File: config.mk
export PLATFORM = sky130hd
export DESIGN_NAME = fcsr_arbiter
export DESIGN_NICKNAME = d
export VERILOG_FILES = /design/src/rtl/csr_pkg.sv /design/src/rtl/fcsr_arbiter.sv
export SDC_FILE = /design/constraint.sdc
export NUM_CORES = 1
export LEC_CHECK = 0
export CORE_ASPECT_RATIO = 1.4
export CORE_MARGIN = 2
export CORE_UTILIZATION = 45
export DETAILED_ROUTE_END_ITERATION = 7
export MAX_ROUTING_LAYER = met4
export PLACE_DENSITY = 0.92
export SYNTH_ARGS = -nofsm -noshare
export SYNTH_HDL_FRONTEND = slang
export SYNTH_SLANG_ARGS = --single-unit
File: constraint.sdc
create_clock -name i_clk -period 3.8 [get_ports i_clk]
set_clock_uncertainty 0.15 [all_clocks]
set_input_delay 0.38 -clock i_clk [delete_from_list [all_inputs] [get_ports i_clk]]
set_output_delay 0.38 -clock i_clk [all_outputs]
set_load 0.01 [all_outputs]
File: src/rtl/csr_pkg.sv
// Shared CSR definitions for the FPU control/status register path:
// addresses, access-op encodings and the arbiter FSM state type.
package csr_pkg;

    localparam logic [11:0] CSR_FFLAGS = 12'h001;
    localparam logic [11:0] CSR_FRM    = 12'h002;
    localparam logic [11:0] CSR_FCSR   = 12'h003;

    localparam logic [1:0] OP_RW = 2'b00;
    localparam logic [1:0] OP_RS = 2'b01;
    localparam logic [1:0] OP_RC = 2'b10;

    typedef enum logic [1:0] {
        ST_IDLE = 2'd0,
        ST_INS  = 2'd1,
        ST_RESP = 2'd2,
        ST_FLAG = 2'd3
    } state_e;

endpackage

File: src/rtl/fcsr_arbiter.sv
// Arbitrates the single CSR-file port between instruction accesses and
// accumulated FPU exception flags, alternating fairly under continuous flags.
module fcsr_arbiter
    import csr_pkg::*;
#(
    parameter int unsigned XLEN = 32
) (
    input  logic            i_clk,
    input  logic            i_rst_n,
    input  logic            i_ins_valid,
    input  logic [11:0]     i_ins_addr,
    input  logic [1:0]      i_ins_op,
    input  logic            i_ins_write,
    input  logic [XLEN-1:0] i_ins_wdata,
    output logic            o_ins_ready,
    output logic            o_ins_rvalid,
    output logic [XLEN-1:0] o_ins_rdata,
    input  logic            i_flag_valid,
    input  logic [4:0]      i_flags,
    output logic [11:0]     o_csr_addr,
    output logic [1:0]      o_csr_op,
    output logic            o_csr_write,
    output logic [XLEN-1:0] o_csr_wdata,
    input  logic [XLEN-1:0] i_csr_rdata,
    output logic            o_idle
);

    state_e            state_q, state_d;
    logic [4:0]        pend_q, pend_d;
    logic              prio_q, prio_d;
    logic [11:0]       addr_q, addr_d;
    logic [1:0]        op_q, op_d;
    logic              write_q, write_d;
    logic [XLEN-1:0]   wdata_q, wdata_d;
    logic [XLEN-1:0]   rdata_q, rdata_d;
    logic [4:0]        flag_in;
    logic [4:0]        pend_acc;
    logic              hs;

    always_ff @(posedge i_clk or negedge i_rst_n) begin
        if (!i_rst_n) begin
            state_q <= ST_IDLE;
            pend_q  <= '0;
            prio_q  <= 1'b0;
            addr_q  <= '0;
            op_q    <= '0;
            write_q <= 1'b0;
            wdata_q <= '0;
            rdata_q <= '0;
        end else begin
            state_q <= state_d;
            pend_q  <= pend_d;
            prio_q  <= prio_d;
            addr_q  <= addr_d;
            op_q    <= op_d;
            write_q <= write_d;
            wdata_q <= wdata_d;
            rdata_q <= rdata_d;
        end
    end

    always_comb begin
        flag_in     = i_flag_valid ? i_flags : 5'd0;
        pend_acc    = pend_q | flag_in;
        o_ins_ready = (state_q == ST_IDLE) && ((pend_q == 5'd0) || prio_q);
        hs          = i_ins_valid && o_ins_ready;

        state_d     = state_q;
        pend_d      = pend_acc;
        prio_d      = prio_q;
        addr_d      = addr_q;
        op_d        = op_q;
        write_d     = write_q;
        wdata_d     = wdata_q;
        rdata_d     = rdata_q;
        o_csr_addr  = '0;
        o_csr_op    = '0;
        o_csr_write = 1'b0;
        o_csr_wdata = '0;

        case (state_q)
            ST_IDLE: begin
                if (hs) begin
                    addr_d  = i_ins_addr;
                    op_d    = i_ins_op;
                    write_d = i_ins_write;
                    wdata_d = i_ins_wdata;
                    prio_d  = 1'b0;
                    state_d = ST_INS;
                end else begin
                    if (!i_ins_valid) prio_d = 1'b0;
                    // Same-cycle strobes count, so the flag write lands one cycle after arrival.
                    if (pend_acc != 5'd0) state_d = ST_FLAG;
                end
            end
            ST_INS: begin
                o_csr_addr  = addr_q;
                o_csr_op    = op_q;
                o_csr_write = write_q;
                o_csr_wdata = wdata_q;
                rdata_d     = i_csr_rdata;
                state_d     = ST_RESP;
            end
            ST_RESP: begin
                state_d = ST_IDLE;
            end
            ST_FLAG: begin
                o_csr_addr  = CSR_FFLAGS;
                o_csr_op    = OP_RS;
                o_csr_write = 1'b1;
                o_csr_wdata = {{(XLEN-5){1'b0}}, pend_q};
                pend_d      = flag_in;
                prio_d      = 1'b1;
                state_d     = ST_IDLE;
            end
            default: state_d = ST_IDLE;
        endcase
    end

    assign o_ins_rvalid = (state_q == ST_RESP);
    assign o_ins_rdata  = rdata_q;
    assign o_idle       = (state_q == ST_IDLE) && (pend_q == 5'd0);

endmodule

# Word-level counts from Yosys, hierarchy flattened
# Index checks and enable logic that the tools add are counted.
[word_totals]
regBits = 87
inputBits = 88
output_inout_bits = 82
word_cells = 37
[op_classes]
eq_ne = 5
mux = 12
bitwise = 1
reduce_logical = 11
[op_table]
columns = ["op", "n"]
rows = [
  ["$pmux W32 S2", 1],
  ["$pmux W12 S2", 1],
  ["$mux W5", 2],
  ["$ne A3 B3 Y1 const B", 2],
  ["$pmux W2 S3", 1],
  ["$logic_not A5 Y1", 1],
  ["$or A5 B5 Y5", 1],
  ["$reduce_bool A5 Y1", 1],
  ["$eq A2 B2 Y1 const B", 2],
  ["$mux W2", 2],
  ["$pmux W1 S2", 2],
  ["$pmux W2 S2", 1],
  ["$reduce_and A2 Y1", 2],
  ["$logic_and A1 B1 Y1", 3],
  ["$eq A2 B1 Y1 const B", 1],
  ["$logic_not A2 Y1", 1],
  ["$mux W1", 2],
  ["$reduce_bool A2 Y1", 1],
  ["$reduce_or A2 Y1", 1],
  ["$logic_or A1 B1 Y1", 1],
]

# Longest topological paths before layout
[logic_depth]
depth_word = 6
depth_mapped = 6
depth_no_buf = 4

# Worst setup path before layout
# Ideal clock, no wire load.
[synth_timing]
path_kind = "register -> register"
startpoint = "register pend_q[2]"
endpoint = "register addr_q[10]"
setup_time_ns = 0.125
arrival_ns = 1.715
t_required_ns = 3.525
slack_ns = 1.810
path_stages_with_launch = 7
path_buffers = 2
period_less_slack_ns = 1.990
cell_sequence = "dfrtp_1 or4_4 nor2_4 o211ai_2 buf_6 buf_6 mux2_4"
[synth_between]
elab_chain_cells = 5
[synth_rtl]
columns = ["item", "line", "rtl"]
rows = [
  ["from (decl)", "fcsr_arbiter.sv:29", "logic [4:0] pend_q, pend_d;"],
  ["from (signal assigned)", "fcsr_arbiter.sv:52", "pend_q <= pend_d;"],
  ["$logic_not A5 Y1", "fcsr_arbiter.sv:65", "o_ins_ready = (state_q == ST_IDLE) && ((pend_q == 5'd0) || prio_q);"],
  ["$logic_or A1 B1 Y1", "fcsr_arbiter.sv:65", ""],
  ["$logic_and A1 B1 Y1", "fcsr_arbiter.sv:65", ""],
  ["$logic_and A1 B1 Y1", "fcsr_arbiter.sv:66", "hs = i_ins_valid && o_ins_ready;"],
  ["$reduce_and A2 Y1 (no line)", "n/a", ""],
  ["to (signal assigned)", "fcsr_arbiter.sv:54", "addr_q <= addr_d;"],
  ["to (decl)", "fcsr_arbiter.sv:31", "logic [11:0] addr_q, addr_d;"],
]
# Every way passes these cells.
# A chain may end at the register's enable or synchronous reset.

# Final worst setup path
[layout_timing]
startpoint = "register state_q[0]"
endpoint = "output o_csr_wdata[14]"
[layout_between]
elab_chain_cells = 2
word_cells_on_any_way = 3
cone_classes = "eq/ne: 2; mux: 1"
[layout_rtl]
columns = ["item", "line", "rtl"]
rows = [
  ["from (decl)", "fcsr_arbiter.sv:28", "state_e state_q, state_d;"],
  ["from (signal assigned)", "fcsr_arbiter.sv:51", "state_q <= state_d;"],
  ["$eq A2 B2 Y1 or $eq A2 B1 Y1 (tied branches)", "fcsr_arbiter.sv:81", "case (state_q)"],
  ["$pmux W32 S2 (*)", "fcsr_arbiter.sv:81", ""],
  ["to (decl)", "fcsr_arbiter.sv:23", "output logic [XLEN-1:0] o_csr_wdata,"],
]
# Mark *: on every way between the ends. The rest lies on a longest branch, timed or not.

==> impl_results.md <==
* Fmax at 311 MHz
* Number of setup buffers added after CTS at 0
* Max-slew violation count at 0
* Leading post-synthesis cells by cell area: dfrtp_1 58%, mux2_2 15%, mux2_4 12%
* Post-placement cell area at 0.00554 mm²
* Num rows at 39
* Initial antenna violation count at 0
* Hold_ws at 104 ps
* Cts bufs inserted at 9
* Avg Inst Size Synth at 14.6 µm²
* Crit path cell chain: clkinv_1 > nor2_4 > and2_1 > clkdlybuf4s50_1
* Kind of critical path: reg2out
* Startpoint Class: flop
* Total power draw at 4.60 mW
* Status: finished clean
* Worst hold path type: in2async
* Final Critical Period at 3220 ps
* Largest net degree at the start of global routing at 88
* Fin. Hold Viols at 0
* Mapped Area at 0.00377 mm²
* Max H-tree Level at 3
* Pwr Density at 788 mW/mm²
* Initial DRC count at 114
* Die H at 112 µm
* DR vias/cell at 4.99
* Post-cts gate resize count at 0
* Crit-path max FO at 46
* Clock root cell: clkbuf_16
* Crit path DAT at 2690 ps
* CTS max path bufs at 2
* Critical-path top delay cell: nor2_4
* Final net count at 515
* Wire length per cell at 16.8 µm
* Final Cycle Share at 84.7%
* Seq/Total Area, Yosys at 57.7%
* Number of max-cap violations at 0
* Worst Slack Setup Final at 583 ps
* Share of layout cells above drive strength 1 at 23.1%
* Required time of the critical path at 3270 ps
* Warnings from Yosys at 0
* Worst IR Drop VDD at 0.458 mV
* Grt total ovfl at 0
* Setup TNS at 0 ps
* Area grow syn2layout at 54.6%
* Die area at 0.00914 mm²
* Port bufs at 169
* Synth cell types at 26
* Relative slew slack at 29.7%
* Detail Placement HPWL at 6550 µm
* RSZ-0062 raised after global routing: false
* Worst slack at placement at 919 ps
* Slowest stage delay, CP at 720 ps
* Routed WL at 8950 µm
* # setup viols final at 0
* GPL Wtd Cong at 0.790
* Vias after detailed routing at 2664
* CTS sink cnt at 87
* Synth area leader: dfrtp_1
* Syn Inst Count at 258
* Final ANT Viol Nets at 0
* Main flop type after synthesis: dfrtp_1
* Post-synth top area share at 57.7%
* Core footprint at 0.00815 mm²
* Clock transition at path regs at 60 ps
* CP endpoint kind: output port
* Worst skew pair latency at 330 ps
* Slew @ Worst Pin at 1050 ps
* First-pass GRT wire length at 13900 µm
* Die W at 81.4 µm
* ANT cells at 0
* CTS tree: yes
* Post-synth EDFFs at 0
* Pleak at 2.53 nW
* TritonRoute pass-1 iters at 4
* Starting Density at 46.3%
* DRC at 0
* Cts hold-fix bufs at 0
* #FFs+latches synth at 87
* Post-Layout Inst Area at 0.00583 mm²
* IO Pins at 170
* GRT Resource Usage Total at 20.8%
* Vias in the first global route at 2835
* Asr flop ratio synth at 100%
* Syn_nets at 346
cells in the final DEF (no fill, tap or decap), drive strengths merged, types with 2 or more instances in the layout:
| cell | instances |
|---|---|
| and2 | 39 |
| or4 | 2 |
| o211ai | 2 |
| a22o | 6 |
| nor2 | 14 |
| dfrtp | 87 |
| clkbuf | 13 |
| mux2 | 79 |
| clkinv | 2 |
| clkdlybuf4s50 | 168 |
| buf | 4 |
| mux2i | 5 |
routing by layer:
layer / track usage, % / share of wire, %
met3: 5.79 / 8.1
met1: 22.5 / 36
met5: - / 0
met4: 8.59 / 2.3
met2: 35.3 / 54
cells by family (layout without fill, tap and decap cells):
logic type	count (synthesis)	after routing	share of synthesized area, %
AO/OA/AOI/OAI	12	12	2.62
buffers and inverters	16	190	2.52
adder cells (fa/ha/maj)	1	1	0.265
flip-flops	87	87	57.7
AND/OR/NAND/NOR	58	58	8.99
multiplexers	84	84	27.9
synth_stat cells, drive strengths merged (2+ instances only):
cell / n
and2: 39
mux2i: 5
or4: 2
o211ai: 2
buf: 9
nor2: 14
mux2: 79
clkbuf: 5
a22o: 6
dfrtp: 87
layout make-up:
cell class	count	area, µm²
inverters	2	7.51
flip-flops and latches	87	2180
repair buffers	172	1710
well taps	102	128
fillers	551	2320
multi-input cells	155	1520
clock buffers	13	250
clock inverters	3	42.5
path summary, 6_finish.rpt:
check                                   startpoint                           to  slack (ps)  cells after the start
min in group i_clk         wdata_q[25]$_DFFE_PN0P_      wdata_q[25]$_DFFE_PN0P_         350                      1
max in group asynchronous                  i_rst_n   o_ins_rdata[8]$_DFFE_PN0N_        2740                      1
min reg2reg                wdata_q[25]$_DFFE_PN0P_      wdata_q[25]$_DFFE_PN0P_         350                      1
max                         state_q[0]$_DFFE_PN0P_              o_csr_wdata[14]         580                      4
min                                        i_rst_n  o_ins_rdata[10]$_DFFE_PN0N_         100                      1
max reg2reg                 state_q[1]$_DFFE_PN0P_      wdata_q[23]$_DFFE_PN0P_        1180                      4
per-stage QoR:
stage	utilization (%)	cells
floorplan	-	258
global placement	68.0	518
detailed placement	68.0	518
CTS	71.6	534
global route	71.6	534
finish	71.6	534
state kept, by name, summed over array words and instances (netlist names):
signal	flops
prio_q	1
state_q	2
op_q	2
pend_q	5
addr_q	12
wdata_q	32
o_ins_rdata	32
write_q	1
power breakdown:
group	internal [mW]	switching, mW
combinational	1.31	0.717
sequential	1.40	0.302
clock	0.527	0.336
total	3.24	1.35
critical path, delay by kind of cell (launching register included):
family	cells	cell delay (ps)
DFF	1	470
buffers and inverters	2	870
and+or+nand+nor	2	990
No activity file was read; power rests on OpenSTA's default activity.
